`src/rtl/hub75_scan.sv`:
```
// HUB75 scan driver for a 64x32, 1/16-scan panel.
// Reads pixel pairs (rows r and r+16) from the frame RAM, shifts them out one
// bit-plane at a time, latches, then lights the plane with binary-coded on-time.
module hub75_scan #(
    parameter int unsigned BITS_PER_PIXEL = 32,
    parameter int unsigned PLANES         = 8,
    parameter int unsigned BASE_TIME      = 4
) (
    input  logic                      clk,
    input  logic                      reset,
    input  logic                      enable,
    output logic [9:0]                read_addr,
    output logic                      read_en,
    input  logic [BITS_PER_PIXEL-1:0] read_data_top,
    input  logic [BITS_PER_PIXEL-1:0] read_data_bottom,
    output logic                      hub75_clk,
    output logic                      hub75_lat,
    output logic                      hub75_oe,
    output logic [2:0]                hub75_rgb1,
    output logic [2:0]                hub75_rgb2,
    output logic [3:0]                hub75_addr,
    output logic                      frame_done
);

    localparam int unsigned MaxOn     = BASE_TIME << (PLANES - 1);
    localparam int unsigned CntW      = (MaxOn > 1) ? $clog2(MaxOn) : 1;
    localparam logic [2:0]  PlaneOfs  = 3'(8 - PLANES);
    localparam logic [2:0]  LastPlane = 3'(PLANES - 1);
    localparam logic [CntW-1:0] CntOne = CntW'(1);

    typedef enum logic [2:0] {
        StIdle, StPrefetch, StShift, StBlank, StLatch, StDisplay
    } state_e;

    state_e          state_q, state_d;
    logic [3:0]      row_q, row_d;
    logic [2:0]      plane_q, plane_d;
    logic [5:0]      col_q, col_d;
    logic            phase_q, phase_d;   // 0: L (shift clock low), 1: H
    logic [CntW-1:0] cnt_q, cnt_d;
    logic [9:0]      read_addr_q, read_addr_d;
    logic            read_en_q, read_en_d;
    logic            hclk_q, hclk_d;
    logic            lat_q, lat_d;
    logic            oe_q, oe_d;
    logic [3:0]      haddr_q, haddr_d;
    logic            fdone_q, fdone_d;
    logic            rd_valid_q;
    logic [2:0]      rgb1_q, rgb2_q;
    logic [2:0]      bsel;

    if (BITS_PER_PIXEL > 24) begin : g_unused
        logic unused_hi;
        assign unused_hi = ^{read_data_top[BITS_PER_PIXEL-1:24],
                             read_data_bottom[BITS_PER_PIXEL-1:24]};
    end

    // Next-state and next-output logic; every output is registered from these.
    always_comb begin
        state_d     = state_q;
        row_d       = row_q;
        plane_d     = plane_q;
        col_d       = col_q;
        phase_d     = phase_q;
        cnt_d       = cnt_q;
        read_addr_d = read_addr_q;
        read_en_d   = 1'b0;
        hclk_d      = 1'b0;
        lat_d       = 1'b0;
        oe_d        = 1'b1;
        haddr_d     = haddr_q;
        fdone_d     = 1'b0;
        unique case (state_q)
            StIdle: begin
                if (enable) begin
                    state_d     = StPrefetch;
                    col_d       = 6'd0;
                    read_en_d   = 1'b1;
                    read_addr_d = {row_q, 6'd0};
                end
            end
            StPrefetch: begin
                // First L phase of column 0 fetches column 1.
                state_d     = StShift;
                phase_d     = 1'b0;
                col_d       = 6'd0;
                read_en_d   = 1'b1;
                read_addr_d = {row_q, 6'd1};
            end
            StShift: begin
                if (!phase_q) begin
                    phase_d = 1'b1;
                    hclk_d  = 1'b1;
                end else if (col_q == 6'd63) begin
                    state_d = StBlank;
                    phase_d = 1'b0;
                    col_d   = 6'd0;
                    haddr_d = row_q;
                end else begin
                    phase_d = 1'b0;
                    col_d   = col_q + 6'd1;
                    if (col_q != 6'd62) begin
                        read_en_d   = 1'b1;
                        read_addr_d = {row_q, col_q + 6'd2};
                    end
                end
            end
            StBlank: begin
                state_d = StLatch;
                lat_d   = 1'b1;
            end
            StLatch: begin
                state_d = StDisplay;
                oe_d    = 1'b0;
                cnt_d   = CntW'((BASE_TIME << plane_q) - 1);
            end
            StDisplay: begin
                if (cnt_q != '0) begin
                    cnt_d = cnt_q - CntOne;
                    oe_d  = 1'b0;
                end else begin
                    state_d = StPrefetch;
                    if (plane_q != LastPlane) begin
                        plane_d = plane_q + 3'd1;
                    end else begin
                        plane_d = 3'd0;
                        if (row_q != 4'd15) begin
                            row_d = row_q + 4'd1;
                        end else begin
                            row_d   = 4'd0;
                            fdone_d = 1'b1;
                            // enable is only honoured at the frame wrap
                            if (!enable) state_d = StIdle;
                        end
                    end
                    if (state_d == StPrefetch) begin
                        col_d       = 6'd0;
                        read_en_d   = 1'b1;
                        read_addr_d = {row_d, 6'd0};
                    end
                end
            end
            default: state_d = StIdle;
        endcase
    end

    // Scan state and registered panel/RAM control outputs.
    always_ff @(posedge clk or posedge reset) begin
        if (reset) begin
            state_q     <= StIdle;
            row_q       <= 4'd0;
            plane_q     <= 3'd0;
            col_q       <= 6'd0;
            phase_q     <= 1'b0;
            cnt_q       <= '0;
            read_addr_q <= 10'd0;
            read_en_q   <= 1'b0;
            hclk_q      <= 1'b0;
            lat_q       <= 1'b0;
            oe_q        <= 1'b1;
            haddr_q     <= 4'd0;
            fdone_q     <= 1'b0;
        end else begin
            state_q     <= state_d;
            row_q       <= row_d;
            plane_q     <= plane_d;
            col_q       <= col_d;
            phase_q     <= phase_d;
            cnt_q       <= cnt_d;
            read_addr_q <= read_addr_d;
            read_en_q   <= read_en_d;
            hclk_q      <= hclk_d;
            lat_q       <= lat_d;
            oe_q        <= oe_d;
            haddr_q     <= haddr_d;
            fdone_q     <= fdone_d;
        end
    end

    assign bsel = PlaneOfs + plane_q;

    // Capture the plane bits of each pixel the cycle its RAM data is valid.
    always_ff @(posedge clk or posedge reset) begin
        if (reset) begin
            rd_valid_q <= 1'b0;
            rgb1_q     <= 3'd0;
            rgb2_q     <= 3'd0;
        end else begin
            rd_valid_q <= read_en_q;
            if (rd_valid_q) begin
                rgb1_q <= {read_data_top[{2'b10, bsel}], read_data_top[{2'b01, bsel}],
                           read_data_top[{2'b00, bsel}]};
                rgb2_q <= {read_data_bottom[{2'b10, bsel}], read_data_bottom[{2'b01, bsel}],
                           read_data_bottom[{2'b00, bsel}]};
            end
        end
    end

    assign read_addr  = read_addr_q;
    assign read_en    = read_en_q;
    assign hub75_clk  = hclk_q;
    assign hub75_lat  = lat_q;
    assign hub75_oe   = oe_q;
    assign hub75_rgb1 = rgb1_q;
    assign hub75_rgb2 = rgb2_q;
    assign hub75_addr = haddr_q;
    assign frame_done = fdone_q;

endmodule

```
`config.mk`:
```
export PLATFORM = sky130hd
export DESIGN_NAME = hub75_scan
export DESIGN_NICKNAME = d
export VERILOG_FILES = /design/src/rtl/hub75_scan.sv
export SDC_FILE = /design/constraint.sdc
export NUM_CORES = 1
export LEC_CHECK = 0
export ABC_AREA = 1
export CORE_UTILIZATION = 35
export CTS_CLUSTER_SIZE = 10
export DETAILED_ROUTE_END_ITERATION = 10
export GPL_TIMING_DRIVEN = 1
export PLACE_DENSITY = 0.69
export SLEW_MARGIN = 10
export SYNTH_ARGS = -nofsm -noshare
export SYNTH_HDL_FRONTEND = slang
export SYNTH_SLANG_ARGS = --single-unit
export TNS_END_PERCENT = 5
```
`constraint.sdc`:
```
create_clock -name clk -period 3.51 [get_ports clk]
set_input_delay 0.702 -clock clk [delete_from_list [all_inputs] [get_ports clk]]
set_output_delay 0.702 -clock clk [all_outputs]
set_load 0.02 [all_outputs]
```
Word-level counts from Yosys, hierarchy flattened --
Index checks and enable logic that the tools add are counted. W data, S select, Z words.
Word-level totals: flip-flop bits (word level) 52, input port bits 67, output and inout bits 25, word-level logic and storage cells 113
Cells by class: add/sub/neg operators 6, magnitude comparators 3, equal/unequal tests 18, shifts and indexed selects 1, muxes and demuxes 57, bitwise logic cells 1, reduce and logical (&&, ||, !) cells 11
Operator list (count):
- $mux W10 | 6
- $pmux W10 S4 | 1
- $mux W6 | 5
- $pmux W6 S4 | 1
- $mux W1 | 23
- $mux W3 | 7
- $bmux W1 S3 | 6
- $pmux W3 S6 | 1
- $pmux W9 S2 | 1
- $sub A9 B1 Y9 const B | 2
- $ne A2 B2 Y1 const B | 8
- $mux W9 | 1
- $reduce_bool A9 Y1 | 1
- $shl A3 B3 Y9 const A | 1
- $mux W4 | 2
- $reduce_and A7 Y1 | 1
- $add A6 B1 Y6 const B | 1
- $add A6 B2 Y6 const B | 1
- $eq A3 B1 Y1 const B | 2
- $eq A3 B2 Y1 const B | 2
- $eq A3 B3 Y1 const B | 2
- $eq A6 B6 Y1 const B | 1
- $lt A3 B6 Y1 const B | 1
- $lt A4 B6 Y1 const B | 1
- 16 further kinds | 19

Longest topological paths before layout --
Gate-level depths: netlist (run 1).
word-level depth 9, gate-level depth with buffers 13, mapped depth without buffers 12

Least setup slack after synthesis (run 1) --
Ideal clock, no wire load.
path type reg-to-reg, start point reg plane_q[0], end point reg read_addr_q[0], in the netlist read_addr[0], library setup time 0.121 ns, arrival 1.618 ns, required time 3.389 ns, setup slack 1.771 ns, stages on the path, launching flop included 11, buffers on the path 1, period minus slack after synthesis 1.739 ns, cells stage by stage dfrtp_1 > ha_1 > ha_1 > nand3_2 > nor2_2 > nand2_1 > nand3_2 > nand3_2 > buf_6 > nand2_1 > o21ai_1
Between the ends: cells in the longest elaborated chain, start to end 7
RTL lines:
- start: declaration | RTL line 37 | logic [2:0] plane_q, plane_d;
- start signal: assignment | RTL line 166 | plane_q <= plane_d;
- $ne A3 B3 Y1 | RTL line 123 | if (plane_q != LastPlane) begin
- $mux W1 | RTL line 123
- $mux W3 | RTL line 118 | if (cnt_q != '0) begin
- $mux W3 | RTL line 73 | unique case (state_q)
- $eq A3 B1 Y1 | RTL line 136 | if (state_d == StPrefetch) begin
- $ne A2 B2 Y1 (no line)
- $reduce_and A7 Y1 (no line)
- end signal: assignment | RTL line 170 | read_addr_q <= read_addr_d;
- end: declaration | RTL line 41 | logic [9:0] read_addr_q, read_addr_d;
No other way between the ends. The select of a mux whose other input is x is not followed. A chain may end at the register's enable or synchronous reset.

Worst setup path after layout (run 1) --
start point reg plane_q[1], end point reg read_addr_q[9], in the netlist read_addr[9]
Between the ends: cells in the longest elaborated chain, start to end 7, elaborated cells on any way between the ends 11, those cells by class eq/ne (3); mux (7); reduce/logical (1)
RTL lines (RTL line):
- $ne A3 B3 Y1 * | 123
- $mux W1 | 123
- $mux W3 | 118
- $mux W3 | 73
- $eq A3 B1 Y1 | 136
- $ne A2 B2 Y1 (no line)
- $reduce_and A7 Y1 (no line)
Every way passes the cells marked *; elsewhere a longest branch is shown, timed or not. The select of a mux whose other input is x is not followed.

==> impl_metrics.xml, run 1 <==
<?xml version="1.0" encoding="UTF-8"?>
<metrics>
  <group name="timing">
    <metric name="final_hold_viol_count" unit="">0</metric>
    <metric name="achievable-frequency" unit="MHz">396</metric>
    <metric name="setup_repair_after_global_routing_missed_its_margin" unit="">false</metric>
    <metric name="slew_viol_final" unit="">0</metric>
    <metric name="timing_worst_slew_pin_value" unit="ns">0.661</metric>
    <metric name="worst_clock_skew" unit="ns">0.0106</metric>
    <metric name="max-slew-margin-rel" unit="%">56.0</metric>
    <metric name="period_share" unit="%">72.0</metric>
    <metric name="setup_violations_final" unit="">0</metric>
    <metric name="setup-tns-final" unit="ns">0</metric>
    <metric name="final.min_clock_period" unit="ns">2.53</metric>
  </group>
  <group name="detailed_routing">
    <metric name="drt-total-wl" unit="um">8310</metric>
    <metric name="wl_per_cell" unit="um">12.8</metric>
    <metric name="drtIter0Drc" unit="">177</metric>
    <metric name="avgViaCountPerCell" unit="">4.86</metric>
    <metric name="drc_errors" unit="">0</metric>
    <metric name="ant_nets" unit="">0</metric>
    <metric name="met3_length" unit="um">446</metric>
    <metric name="route.layer.met1.wl" unit="um">3930</metric>
    <metric name="wl_met2" unit="um">3800</metric>
    <metric name="route.vias.total" unit="">3166</metric>
    <metric name="drt-pass1-iter-count" unit="">4</metric>
    <metric name="route.top_layer_used" unit="">met4</metric>
  </group>
  <group name="yosys">
    <metric name="synth-edff-count" unit="">0</metric>
    <metric name="synthesis_warnings" unit="">0</metric>
    <metric name="ys_ff_latch" unit="">52</metric>
    <metric name="synth-main-ff-cell" unit="">dfrtp_1</metric>
    <metric name="synth.cell_area" unit="um2">3370</metric>
    <metric name="seq_area_frac_synth" unit="%">38.6</metric>
    <metric name="post_synth_main_area_contributors" unit="">dfrtp_1, nand2_1, o21ai_0</metric>
    <metric name="syn_avg_cell_area" unit="um2">7.42</metric>
    <metric name="synthCells" unit="">454</metric>
    <metric name="yosys.cell_types.count" unit="">33</metric>
    <metric name="syn-num-nets" unit="">531</metric>
    <metric name="asyncSetResetFlopFracSynth" unit="%">100</metric>
    <metric name="yosysTopAreaCell" unit="">dfrtp_1</metric>
    <metric name="synthDominantCellAreaShare" unit="%">37.9</metric>
  </group>
  <group name="grt">
    <metric name="globalRoute.totalOverflow" unit="">0</metric>
    <metric name="grt_usage" unit="%">17.3</metric>
    <metric name="grt_first_pass_wirelength" unit="um">14100</metric>
    <metric name="via_count_of_the_first_global_routing_pass" unit="">3059</metric>
    <metric name="grt_antenna_before_repair" unit="">0</metric>
    <metric name="grt_max_degree" unit="">30</metric>
  </group>
  <group name="clock_network">
    <metric name="cts.root.buffer_cell" unit="">clkbuf_8</metric>
    <metric name="clock_latency_at_the_later_pin_of_the_worst_skew_pair" unit="ns">0.31</metric>
    <metric name="cts.clk_slew.worst_paths" unit="ns">0.10</metric>
    <metric name="cts_buffer_depth" unit="">2</metric>
    <metric name="cts_sinks" unit="">52</metric>
    <metric name="cts_htree_levels" unit="">2</metric>
    <metric name="post-cts-setup-buffer-count" unit="">0</metric>
    <metric name="cts-buffers-inserted" unit="">5</metric>
    <metric name="cts-resized-gates" unit="">0</metric>
    <metric name="tritoncts" unit="">built</metric>
    <metric name="cts_hold_repair.buffers" unit="">0</metric>
  </group>
  <group name="outcome">
    <metric name="run_status" unit="">complete, no violations</metric>
  </group>
  <group name="critical_path">
    <metric name="criticalPathCategory" unit="">flip-flop to flip-flop</metric>
    <metric name="cp_data_required_time" unit="ns">3.71</metric>
    <metric name="critPathMaxStageDelay" unit="ns">0.78</metric>
    <metric name="timing.critical_path.buf_inv" unit="">0</metric>
    <metric name="setup.worst_path.end_class" unit="">flip-flop</metric>
    <metric name="critPathTopFamily" unit="">simple AND/OR/NAND/NOR gates</metric>
    <metric name="worstPathMaxFanout" unit="">22</metric>
    <metric name="worst-endpoint-arrival" unit="ns">2.73</metric>
    <metric name="cp_common_cell" unit="">nand3_2</metric>
    <metric name="crit_chain" unit="">ha_1 -&gt; ha_1 -&gt; nand3_2 -&gt; nor2_2 -&gt; nand2_1 -&gt; nand3_2 -&gt; nand3_2 -&gt; nand2_1 -&gt; o21ai_1</metric>
    <metric name="crit_path_launch_type" unit="">flip-flop</metric>
    <metric name="cp_slowest_cell" unit="">dfrtp_1</metric>
  </group>
  <group name="cells_and_area">
    <metric name="layout_commonest_cell" unit="">nand2_1</metric>
    <metric name="number_of_nets_in_the_finished_design" unit="">598</metric>
    <metric name="n_fill_cell" unit="">959</metric>
    <metric name="synthToLayoutAreaGrowth" unit="%">27.0</metric>
    <metric name="antenna_cells_inserted" unit="">0</metric>
    <metric name="final_cell_mix" unit="">nand2_1, clkdlybuf4s50_1, o21ai_0</metric>
    <metric name="drive_above_1_share" unit="%">9.20</metric>
    <metric name="postLayoutCellArea" unit="um2">4280</metric>
  </group>
  <group name="placement">
    <metric name="place_area" unit="um2">4190</metric>
    <metric name="routabilityCongestion" unit="">0.840</metric>
    <metric name="port_buffers" unit="">75</metric>
    <metric name="dp.final_hpwl" unit="um">6140</metric>
  </group>
  <group name="power_and_ir_drop">
    <metric name="power.share.clock" unit="%">34.3</metric>
    <metric name="power_switching_share" unit="%">22.3</metric>
    <metric name="internal-power" unit="mW">0.822</metric>
    <metric name="netSwitchingPower" unit="mW">0.237</metric>
    <metric name="seq_power_share" unit="%">57.1</metric>
    <metric name="worst_ir_drop_vdd" unit="mV">0.146</metric>
    <metric name="pwr_density_cell" unit="nW/um2">247</metric>
    <metric name="leakage" unit="nW">1.91</metric>
    <metric name="power_frac_comb" unit="%">8.6</metric>
  </group>
  <group name="die">
    <metric name="boundaryPins" unit="">92</metric>
    <metric name="chipHeight" unit="um">100</metric>
    <metric name="dieArea" unit="um2">10000</metric>
    <metric name="design.core.area" unit="um2">9280</metric>
    <metric name="die_width" unit="um">100</metric>
    <metric name="start_util" unit="%">36.3</metric>
    <metric name="placementRows" unit="">35</metric>
  </group>
  <group name="hold_path">
    <metric name="hold_path_class" unit="">flip-flop to flip-flop</metric>
  </group>
  <group name="run">
    <metric name="drv.max_cap_violation_count" unit="">0</metric>
  </group>
</metrics>
-- per-layer routing --
metal | vias up | track usage [%]
met5 | - | 0
met4 | 0 | 4.91
li1 | 1611 | -
met3 | 13 | 3.20
met2 | 82 | 29.6
met1 | 1460 | 22.5
-- registers in the layout, summed over array words and instances (netlist names) --
register	cells
cnt_q	9
col_q	6
frame_done	1
hub75_addr	4
hub75_clk	1
hub75_lat	1
hub75_oe	1
hub75_rgb1	3
hub75_rgb2	3
phase_q	1
plane_q	3
rd_valid_q	1
read_addr	10
read_en	1
row_q	4
state_q	3
-- power by group through the flow --
stage	clock [mW]	combinational (mW)	sequential, mW
6_report	0.363	0.0914	0.604
5_1_grt	0.402	0.0996	0.605
4_1_cts	0.376	0.0931	0.604
3_5_place_dp	0	0.0924	0.616
3_3_place_gp	0	0.0913	0.616
2_1_floorplan	0	0.0172	0.620
-- cell type report --
class	instances	area [um2]	area share, %
timing repair buffer	79	781	18.2
clock buffer	7	86.3	2.02
tap	129	161	3.77
sequential	52	1300	30.4
clock inverter	1	7.51	0.175
inverter	59	221	5.17
multi-input combinational	324	1720	40.2
-- path summary, 6_finish.rpt --
path	start	endpoint	slack (ns)	cells past startpoint
max	plane_q[1]$_DFFE_PP0P_	read_addr[9]$_DFFE_PP0P_	0.98	9
min	read_en$_DFF_PP0_	rd_valid_q$_DFF_PP0_	0.40	0
max reg2reg	plane_q[1]$_DFFE_PP0P_	read_addr[9]$_DFFE_PP0P_	0.98	9
min reg2reg	read_en$_DFF_PP0_	rd_valid_q$_DFF_PP0_	0.40	0
max in group asynchronous	reset	col_q[5]$_DFFE_PP0P_	2.22	3
min in group asynchronous	reset	hub75_lat$_DFF_PP0_	0.70	2
-- through the flow --
stage / cells / setup WS, ns / total power, mW / utilization [%] / hold slack, ns
after CTS: 651 / 0.979 / 1.07 / 46.1 / 0.410
after global routing: 651 / 0.694 / 1.11 / 46.1 / 0.428
final: 651 / 0.984 / 1.06 / 46.1 / 0.402
after floorplan: 454 / 1.55 / 0.637 / - / 0.449
after global placement: 643 / 1.02 / 0.707 / 45.1 / 0.395
after detailed placement: 643 / 0.994 / 0.708 / 45.1 / 0.386
-- cells in the mapped netlist (4+ instances only) --
cell type / instances
nor2_2: 4
dfrtp_1: 51
a21oi_1: 7
nand2_1: 100
o21ai_0: 69
inv_1: 56
nand3_2: 6
o211ai_1: 9
nor2_4: 5
nand3_1: 20
buf_6: 6
nor3_1: 6
nand4_1: 12
nor2_1: 46
clkbuf_1: 8
o21ai_2: 11
ha_1: 10
-- cells by family after synthesis --
kind of cell	count (synthesis)	synth area share, %
adder cells (fa/ha/maj)	10	3.71
AO/OA/AOI/OAI	104	17.9
flip-flops	52	38.6
XOR/XNOR	3	0.780
AND/OR/NAND/NOR	207	28.7
buffers and inverters	78	10.3
Power figures use the tool's default switching activity.
==> run 2, diff against run 1 <==
==> constraint.sdc (replaced) <==
create_clock -name clk -period 2.6 [get_ports clk]
set_input_delay 0.52 -clock clk [delete_from_list [all_inputs] [get_ports clk]]
set_output_delay 0.52 -clock clk [all_outputs]
set_load 0.02 [all_outputs]
==> run 2 against run 1 <==
Compared with the run above: die area unchanged; power increased by 31%; first-iteration DRC count decreased by 48%; sequential share of layout area decreased by 0.21 points; largest power group unchanged; combinational power increased by 37%; register-to-register slack got worse by 0.38 ns; critical path type unchanged.
==> impl_metrics.xml, run 2 (same netlist as run 1, synthesis figures left out) <==
<?xml version="1.0" encoding="UTF-8"?>
<metrics>
  <group name="outcome">
    <metric name="run_status" unit="">complete, no violations</metric>
  </group>
  <group name="critical_path">
    <metric name="criticalPathCategory" unit="">flip-flop to flip-flop</metric>
    <metric name="crit_path_launch_type" unit="">flip-flop</metric>
    <metric name="worst-endpoint-arrival" unit="ns">2.20</metric>
    <metric name="setup.worst_path.end_class" unit="">flip-flop</metric>
    <metric name="worstPathMaxFanout" unit="">14</metric>
    <metric name="cp_data_required_time" unit="ns">2.80</metric>
  </group>
  <group name="detailed_routing">
    <metric name="avgViaCountPerCell" unit="">4.95</metric>
    <metric name="drtIter0Drc" unit="">92</metric>
    <metric name="drt-total-wl" unit="um">8430</metric>
    <metric name="route.vias.total" unit="">3239</metric>
    <metric name="drc_errors" unit="">0</metric>
    <metric name="drt-pass1-iter-count" unit="">4</metric>
    <metric name="wl_per_cell" unit="um">12.9</metric>
    <metric name="ant_nets" unit="">0</metric>
  </group>
  <group name="die">
    <metric name="design.core.area" unit="um2">9280</metric>
    <metric name="boundaryPins" unit="">92</metric>
    <metric name="chipHeight" unit="um">100</metric>
    <metric name="die_width" unit="um">100</metric>
    <metric name="placementRows" unit="">35</metric>
    <metric name="dieArea" unit="um2">10000</metric>
    <metric name="start_util" unit="%">36.3</metric>
  </group>
  <group name="placement">
    <metric name="preCtsSetupSlack" unit="ns">0.606</metric>
    <metric name="port_buffers" unit="">75</metric>
    <metric name="routabilityCongestion" unit="">0.857</metric>
    <metric name="dp_cells" unit="">647</metric>
    <metric name="place_area" unit="um2">4230</metric>
    <metric name="dp.final_hpwl" unit="um">6280</metric>
  </group>
  <group name="timing">
    <metric name="setup_violations_final" unit="">0</metric>
    <metric name="hold_slack" unit="ns">0.423</metric>
    <metric name="period_share" unit="%">76.7</metric>
    <metric name="max-slew-margin-rel" unit="%">68.1</metric>
    <metric name="finalWorstSetupSlack" unit="ns">0.605</metric>
    <metric name="final_hold_viol_count" unit="">0</metric>
    <metric name="setup_repair_after_global_routing_missed_its_margin" unit="">false</metric>
    <metric name="worst_clock_skew" unit="ns">0.00919</metric>
    <metric name="final.min_clock_period" unit="ns">2.00</metric>
    <metric name="achievable-frequency" unit="MHz">501</metric>
    <metric name="timing_worst_slew_pin_value" unit="ns">0.478</metric>
    <metric name="setup-tns-final" unit="ns">0</metric>
    <metric name="slew_viol_final" unit="">0</metric>
  </group>
  <group name="clock_network">
    <metric name="cts.clk_slew.worst_paths" unit="ns">0.10</metric>
    <metric name="cts_hold_repair.buffers" unit="">0</metric>
    <metric name="clock_latency_at_the_later_pin_of_the_worst_skew_pair" unit="ns">0.31</metric>
    <metric name="cts_buffer_depth" unit="">2</metric>
    <metric name="cts.root.buffer_cell" unit="">clkbuf_8</metric>
    <metric name="post-cts-setup-buffer-count" unit="">0</metric>
    <metric name="tritoncts" unit="">built</metric>
    <metric name="cts-resized-gates" unit="">0</metric>
    <metric name="cts_sinks" unit="">52</metric>
    <metric name="cts_htree_levels" unit="">2</metric>
    <metric name="cts-buffers-inserted" unit="">5</metric>
  </group>
  <group name="cells_and_area">
    <metric name="layout_commonest_cell" unit="">nand2_1</metric>
    <metric name="largest_register_ffs" unit="">10</metric>
    <metric name="final_cell_mix" unit="">nand2_1, clkdlybuf4s50_1, o21ai_0</metric>
    <metric name="drive_above_1_share" unit="%">9.90</metric>
    <metric name="stdcell_count" unit="">654</metric>
    <metric name="postLayoutCellArea" unit="um2">4310</metric>
    <metric name="synthToLayoutAreaGrowth" unit="%">27.9</metric>
    <metric name="number_of_nets_in_the_finished_design" unit="">602</metric>
    <metric name="n_fill_cell" unit="">968</metric>
    <metric name="layout.core_utilization" unit="%">46.4</metric>
    <metric name="antenna_cells_inserted" unit="">0</metric>
  </group>
  <group name="grt">
    <metric name="via_count_of_the_first_global_routing_pass" unit="">3115</metric>
    <metric name="globalRoute.totalOverflow" unit="">0</metric>
    <metric name="grt_first_pass_wirelength" unit="um">14400</metric>
    <metric name="grt_antenna_before_repair" unit="">0</metric>
    <metric name="grt_usage" unit="%">17.6</metric>
    <metric name="grt_max_degree" unit="">53</metric>
  </group>
  <group name="run">
    <metric name="drv.max_cap_violation_count" unit="">0</metric>
  </group>
  <group name="hold_path">
    <metric name="hold_path_class" unit="">flip-flop to flip-flop</metric>
  </group>
  <group name="power_and_ir_drop">
    <metric name="leakage" unit="nW">1.94</metric>
    <metric name="pwr_density_cell" unit="nW/um2">323</metric>
    <metric name="worst_ir_drop_vdd" unit="mV">0.224</metric>
    <metric name="total_power" unit="mW">1.39</metric>
  </group>
</metrics>
==> run 2: changes by cell type in the layout (fill, tap and decap cells not counted), sizes merged <==
cell / before / now
buf: 4 / 8
clkbuf: 7 / 5
clkinv: 0 / 1
==> run 2: worst paths after layout <==
kind | start | slack, ns | to | cells past startpoint
worst max register to register | plane_q[1]$_DFFE_PP0P_ | 0.60 | read_addr[4]$_DFFE_PP0P_ | 9
worst min-delay path | read_en$_DFF_PP0_ | 0.42 | rd_valid_q$_DFF_PP0_ | 0
min in group asynchronous | reset | 0.57 | cnt_q[3]$_DFFE_PP0P_ | 3
worst max-delay path | plane_q[1]$_DFFE_PP0P_ | 0.60 | read_addr[4]$_DFFE_PP0P_ | 9
worst min register to register | read_en$_DFF_PP0_ | 0.42 | rd_valid_q$_DFF_PP0_ | 0
max in group asynchronous | reset | 1.76 | hub75_oe$_DFF_PP1_ | 3
==> run 2: power breakdown <==
part	total, mW	internal, mW	switching [mW]
registers	0.815	0.813	0.00260
clock network	0.452	0.183	0.269
logic	0.125	0.0815	0.0431
total	1.39	1.08	0.314
==> run 2: worst max-delay path, stage by stage (launching register included) <==
cell and delay [ns]:
dfrtp_1 0.37, ha_1 0.18, ha_1 0.30, nand3_2 0.15, nor2_2 0.19, nand2_1 0.09
nand3_2 0.11, nand3_2 0.27, nand2_1 0.18, o21ai_2 0.06
==> run 2: routing by layer <==
metal | part of all wire (%) | up-vias | wire length, um | track usage [%]
met5 | 0 | - | 0 | 0
met4 | 0.45 | 0 | 38 | 4.01
met3 | 5.8 | 4 | 486 | 3.55
met2 | 48 | 77 | 4080 | 30.1
met1 | 45 | 1533 | 3830 | 22.9
li1 | - | 1625 | - | -
==> run 2: layout make-up <==
class                   instances  area [um2]  share of cell area (%)
inverters                      59         221                    5.14
flip-flops and latches         52        1300                    30.2
well taps                     129         161                    3.74
clock inverters                 2        12.5                   0.290
repair buffers                 83         823                    19.1
clock buffers                   5        68.8                    1.60
multi-input cells             324        1720                    39.9
==> run 3, diff against run 2 <==
==> constraint.sdc (replaced) <==
create_clock -name clk -period 2 [get_ports clk]
set_input_delay 0.4 -clock clk [delete_from_list [all_inputs] [get_ports clk]]
set_output_delay 0.4 -clock clk [all_outputs]
set_load 0.02 [all_outputs]
==> run 3 against run 2 <==
Compared with the run above: critical path depth fell by 8; sequential share of layout area shrank 0.88 points; first-iteration DRC count rose by 4.3%; die area is the same; clock skew fell by 0.0026 ns; power increased by 45%; hold slack got worse by 0.038 ns; combinational power rose by 33%; highest routed layer unchanged; global-route usage is 0.16 points higher; largest power group unchanged; non-clock buffer count grew 8; count of clock-buffer cells in the layout up 2.
==> impl_metrics.xml, run 3 (same netlist as run 1, synthesis figures left out) <==
<?xml version="1.0" encoding="UTF-8"?>
<metrics>
  <group name="outcome">
    <metric name="run_status" unit="">complete, no violations</metric>
  </group>
  <group name="clock_network">
    <metric name="cts_htree_levels" unit="">2</metric>
    <metric name="cts.clk_slew.worst_paths" unit="ns">0.10</metric>
    <metric name="clock_latency_at_the_later_pin_of_the_worst_skew_pair" unit="ns">0.31</metric>
    <metric name="cts_sinks" unit="">52</metric>
    <metric name="cts.root.buffer_cell" unit="">clkbuf_8</metric>
    <metric name="cts_buffer_depth" unit="">2</metric>
    <metric name="post-cts-setup-buffer-count" unit="">0</metric>
    <metric name="cts-buffers-inserted" unit="">5</metric>
    <metric name="tritoncts" unit="">built</metric>
  </group>
  <group name="critical_path">
    <metric name="crit_chain" unit="">clkdlybuf4s50_1</metric>
    <metric name="criticalPathCategory" unit="">flip-flop to primary output</metric>
    <metric name="critPathMaxStageDelay" unit="ns">0.59</metric>
    <metric name="worstPathMaxFanout" unit="">1</metric>
    <metric name="setup.worst_path.end_class" unit="">primary output</metric>
    <metric name="cp_slowest_cell" unit="">clkdlybuf4s50_1</metric>
    <metric name="worst-endpoint-arrival" unit="ns">1.42</metric>
    <metric name="critPathTopFamily" unit="">buffers and inverters</metric>
    <metric name="timing.critical_path.buf_inv" unit="">1</metric>
    <metric name="cp_data_required_time" unit="ns">1.60</metric>
    <metric name="crit_path_launch_type" unit="">flip-flop</metric>
  </group>
  <group name="timing">
    <metric name="period_share" unit="%">91.1</metric>
    <metric name="slew_viol_final" unit="">0</metric>
    <metric name="setup_repair_after_global_routing_missed_its_margin" unit="">false</metric>
    <metric name="timing_worst_slew_pin_value" unit="ns">0.380</metric>
    <metric name="setup-tns-final" unit="ns">0</metric>
    <metric name="final.min_clock_period" unit="ns">1.82</metric>
    <metric name="max-slew-margin-rel" unit="%">74.6</metric>
    <metric name="setup_violations_final" unit="">0</metric>
    <metric name="achievable-frequency" unit="MHz">549</metric>
    <metric name="final_hold_viol_count" unit="">0</metric>
    <metric name="worst_clock_skew" unit="ns">0.00656</metric>
  </group>
  <group name="grt">
    <metric name="globalRoute.totalOverflow" unit="">0</metric>
    <metric name="via_count_of_the_first_global_routing_pass" unit="">3149</metric>
    <metric name="grt_usage" unit="%">17.7</metric>
    <metric name="grt_antenna_before_repair" unit="">0</metric>
    <metric name="grt_max_degree" unit="">30</metric>
    <metric name="grt_first_pass_wirelength" unit="um">14400</metric>
  </group>
  <group name="run">
    <metric name="drv.max_cap_violation_count" unit="">0</metric>
  </group>
  <group name="placement">
    <metric name="port_buffers" unit="">75</metric>
    <metric name="routabilityCongestion" unit="">0.877</metric>
    <metric name="dp.final_hpwl" unit="um">6370</metric>
    <metric name="dp_cells" unit="">655</metric>
  </group>
  <group name="die">
    <metric name="boundaryPins" unit="">92</metric>
    <metric name="start_util" unit="%">36.3</metric>
    <metric name="design.core.area" unit="um2">9280</metric>
    <metric name="die_width" unit="um">100</metric>
    <metric name="chipHeight" unit="um">100</metric>
    <metric name="placementRows" unit="">35</metric>
    <metric name="dieArea" unit="um2">10000</metric>
  </group>
  <group name="cells_and_area">
    <metric name="final_cell_mix" unit="">nand2_1, clkdlybuf4s50_1, o21ai_0</metric>
    <metric name="stdcell_count" unit="">663</metric>
    <metric name="layout.core_utilization" unit="%">47.8</metric>
    <metric name="antenna_cells_inserted" unit="">0</metric>
    <metric name="layout_commonest_cell" unit="">nand2_1</metric>
    <metric name="synthToLayoutAreaGrowth" unit="%">31.8</metric>
    <metric name="number_of_nets_in_the_finished_design" unit="">610</metric>
    <metric name="largest_register_ffs" unit="">10</metric>
    <metric name="drive_above_1_share" unit="%">11.6</metric>
  </group>
  <group name="detailed_routing">
    <metric name="drtIter0Drc" unit="">96</metric>
    <metric name="drt-total-wl" unit="um">8350</metric>
    <metric name="wl_per_cell" unit="um">12.6</metric>
    <metric name="drt-pass1-iter-count" unit="">4</metric>
    <metric name="drc_errors" unit="">0</metric>
    <metric name="route.vias.total" unit="">3189</metric>
    <metric name="avgViaCountPerCell" unit="">4.81</metric>
    <metric name="ant_nets" unit="">0</metric>
  </group>
  <group name="power_and_ir_drop">
    <metric name="pwr_density_cell" unit="nW/um2">455</metric>
    <metric name="worst_ir_drop_vdd" unit="mV">0.266</metric>
    <metric name="leakage" unit="nW">2.01</metric>
  </group>
  <group name="hold_path">
    <metric name="hold_path_class" unit="">input pin to asynchronous set/reset pin</metric>
  </group>
</metrics>
run 3: cell types whose count changed in the layout (fill, tap and decap cells not counted):
cell        before  now
buf_12           1    2
buf_4            7   14
bufinv_16        0    1
clkbuf_8         5    7
clkinv_2         1    0
clkinvlp_4       1    0
nand3_2          6    5
nand3_4          1    2
nor3_1           6    5
nor3_2           0    1
run 3: worst paths after layout:
kind / from / cells past startpoint / slack [ns] / to
worst max-delay path: hub75_oe$_DFF_PP1_ / 1 / 0.18 / hub75_oe
worst min-delay path: reset / 2 / 0.38 / cnt_q[5]$_DFFE_PP0P_
worst max register to register: plane_q[0]$_DFFE_PP0P_ / 9 / 0.19 / read_addr[4]$_DFFE_PP0P_
worst min register to register: read_en$_DFF_PP0_ / 0 / 0.41 / rd_valid_q$_DFF_PP0_
max in group asynchronous: reset / 3 / 1.19 / read_addr[6]$_DFFE_PP0P_
min in group clk: read_en$_DFF_PP0_ / 0 / 0.41 / rd_valid_q$_DFF_PP0_
run 3: where the power goes:
part           leakage [nW]  switching (mW)  internal [mW]
sequential            0.675         0.00312           1.06
combinational          1.27          0.0567          0.110
clock                0.0645           0.353          0.442
total                  2.01           0.413           1.61
run 3: worst reg2reg max path, cell delays in order (launching register included):
cell and delay [ns]:
dfrtp_1 0.41, ha_1 0.20, ha_1 0.19, nand3_2 0.13, nor2_2 0.20, nand2_1 0.09, nand3_2 0.12, nand3_4 0.18
nand2_1 0.14, o21ai_2 0.06
run 3: timing repair:
item                                    CTS  global route
hold buffers                              0             0
resized for setup                         0             2
endpoints found under the setup margin    0             7
run 3: area by class of cell:
cell class                 count  area, um2
timing repair buffer          91        896
sequential                    52       1300
multi-input combinational    324       1730
tap                          129        161
fill                         946       4840
inverter                      59        221
clock buffer                   7       96.3
clock inverter                 1       30.0
run 3: layer usage:
metal	track usage, %	part of all wire, %	vias up
met2	30.3	46	66
met1	22.9	47	1475
met3	3.62	5.8	6
met5	0	0	-
li1	-	-	1642
met4	4.46	0.93	0
run 3: per-stage QoR:
stage | setup slack (ns) | instance area, um2 | total power [mW] | hold WS (ns)
after floorplan | 0.261 | 3370 | 1.12 | 0.449
after global placement | 0.129 | 4300 | 1.25 | 0.401
after detailed placement | 0.0904 | 4300 | 1.25 | 0.408
after CTS | 0.0484 | 4430 | 2.04 | 0.392
after global routing | 0.000609 | 4440 | 2.10 | 0.418
final | 0.178 | 4440 | 2.02 | 0.385
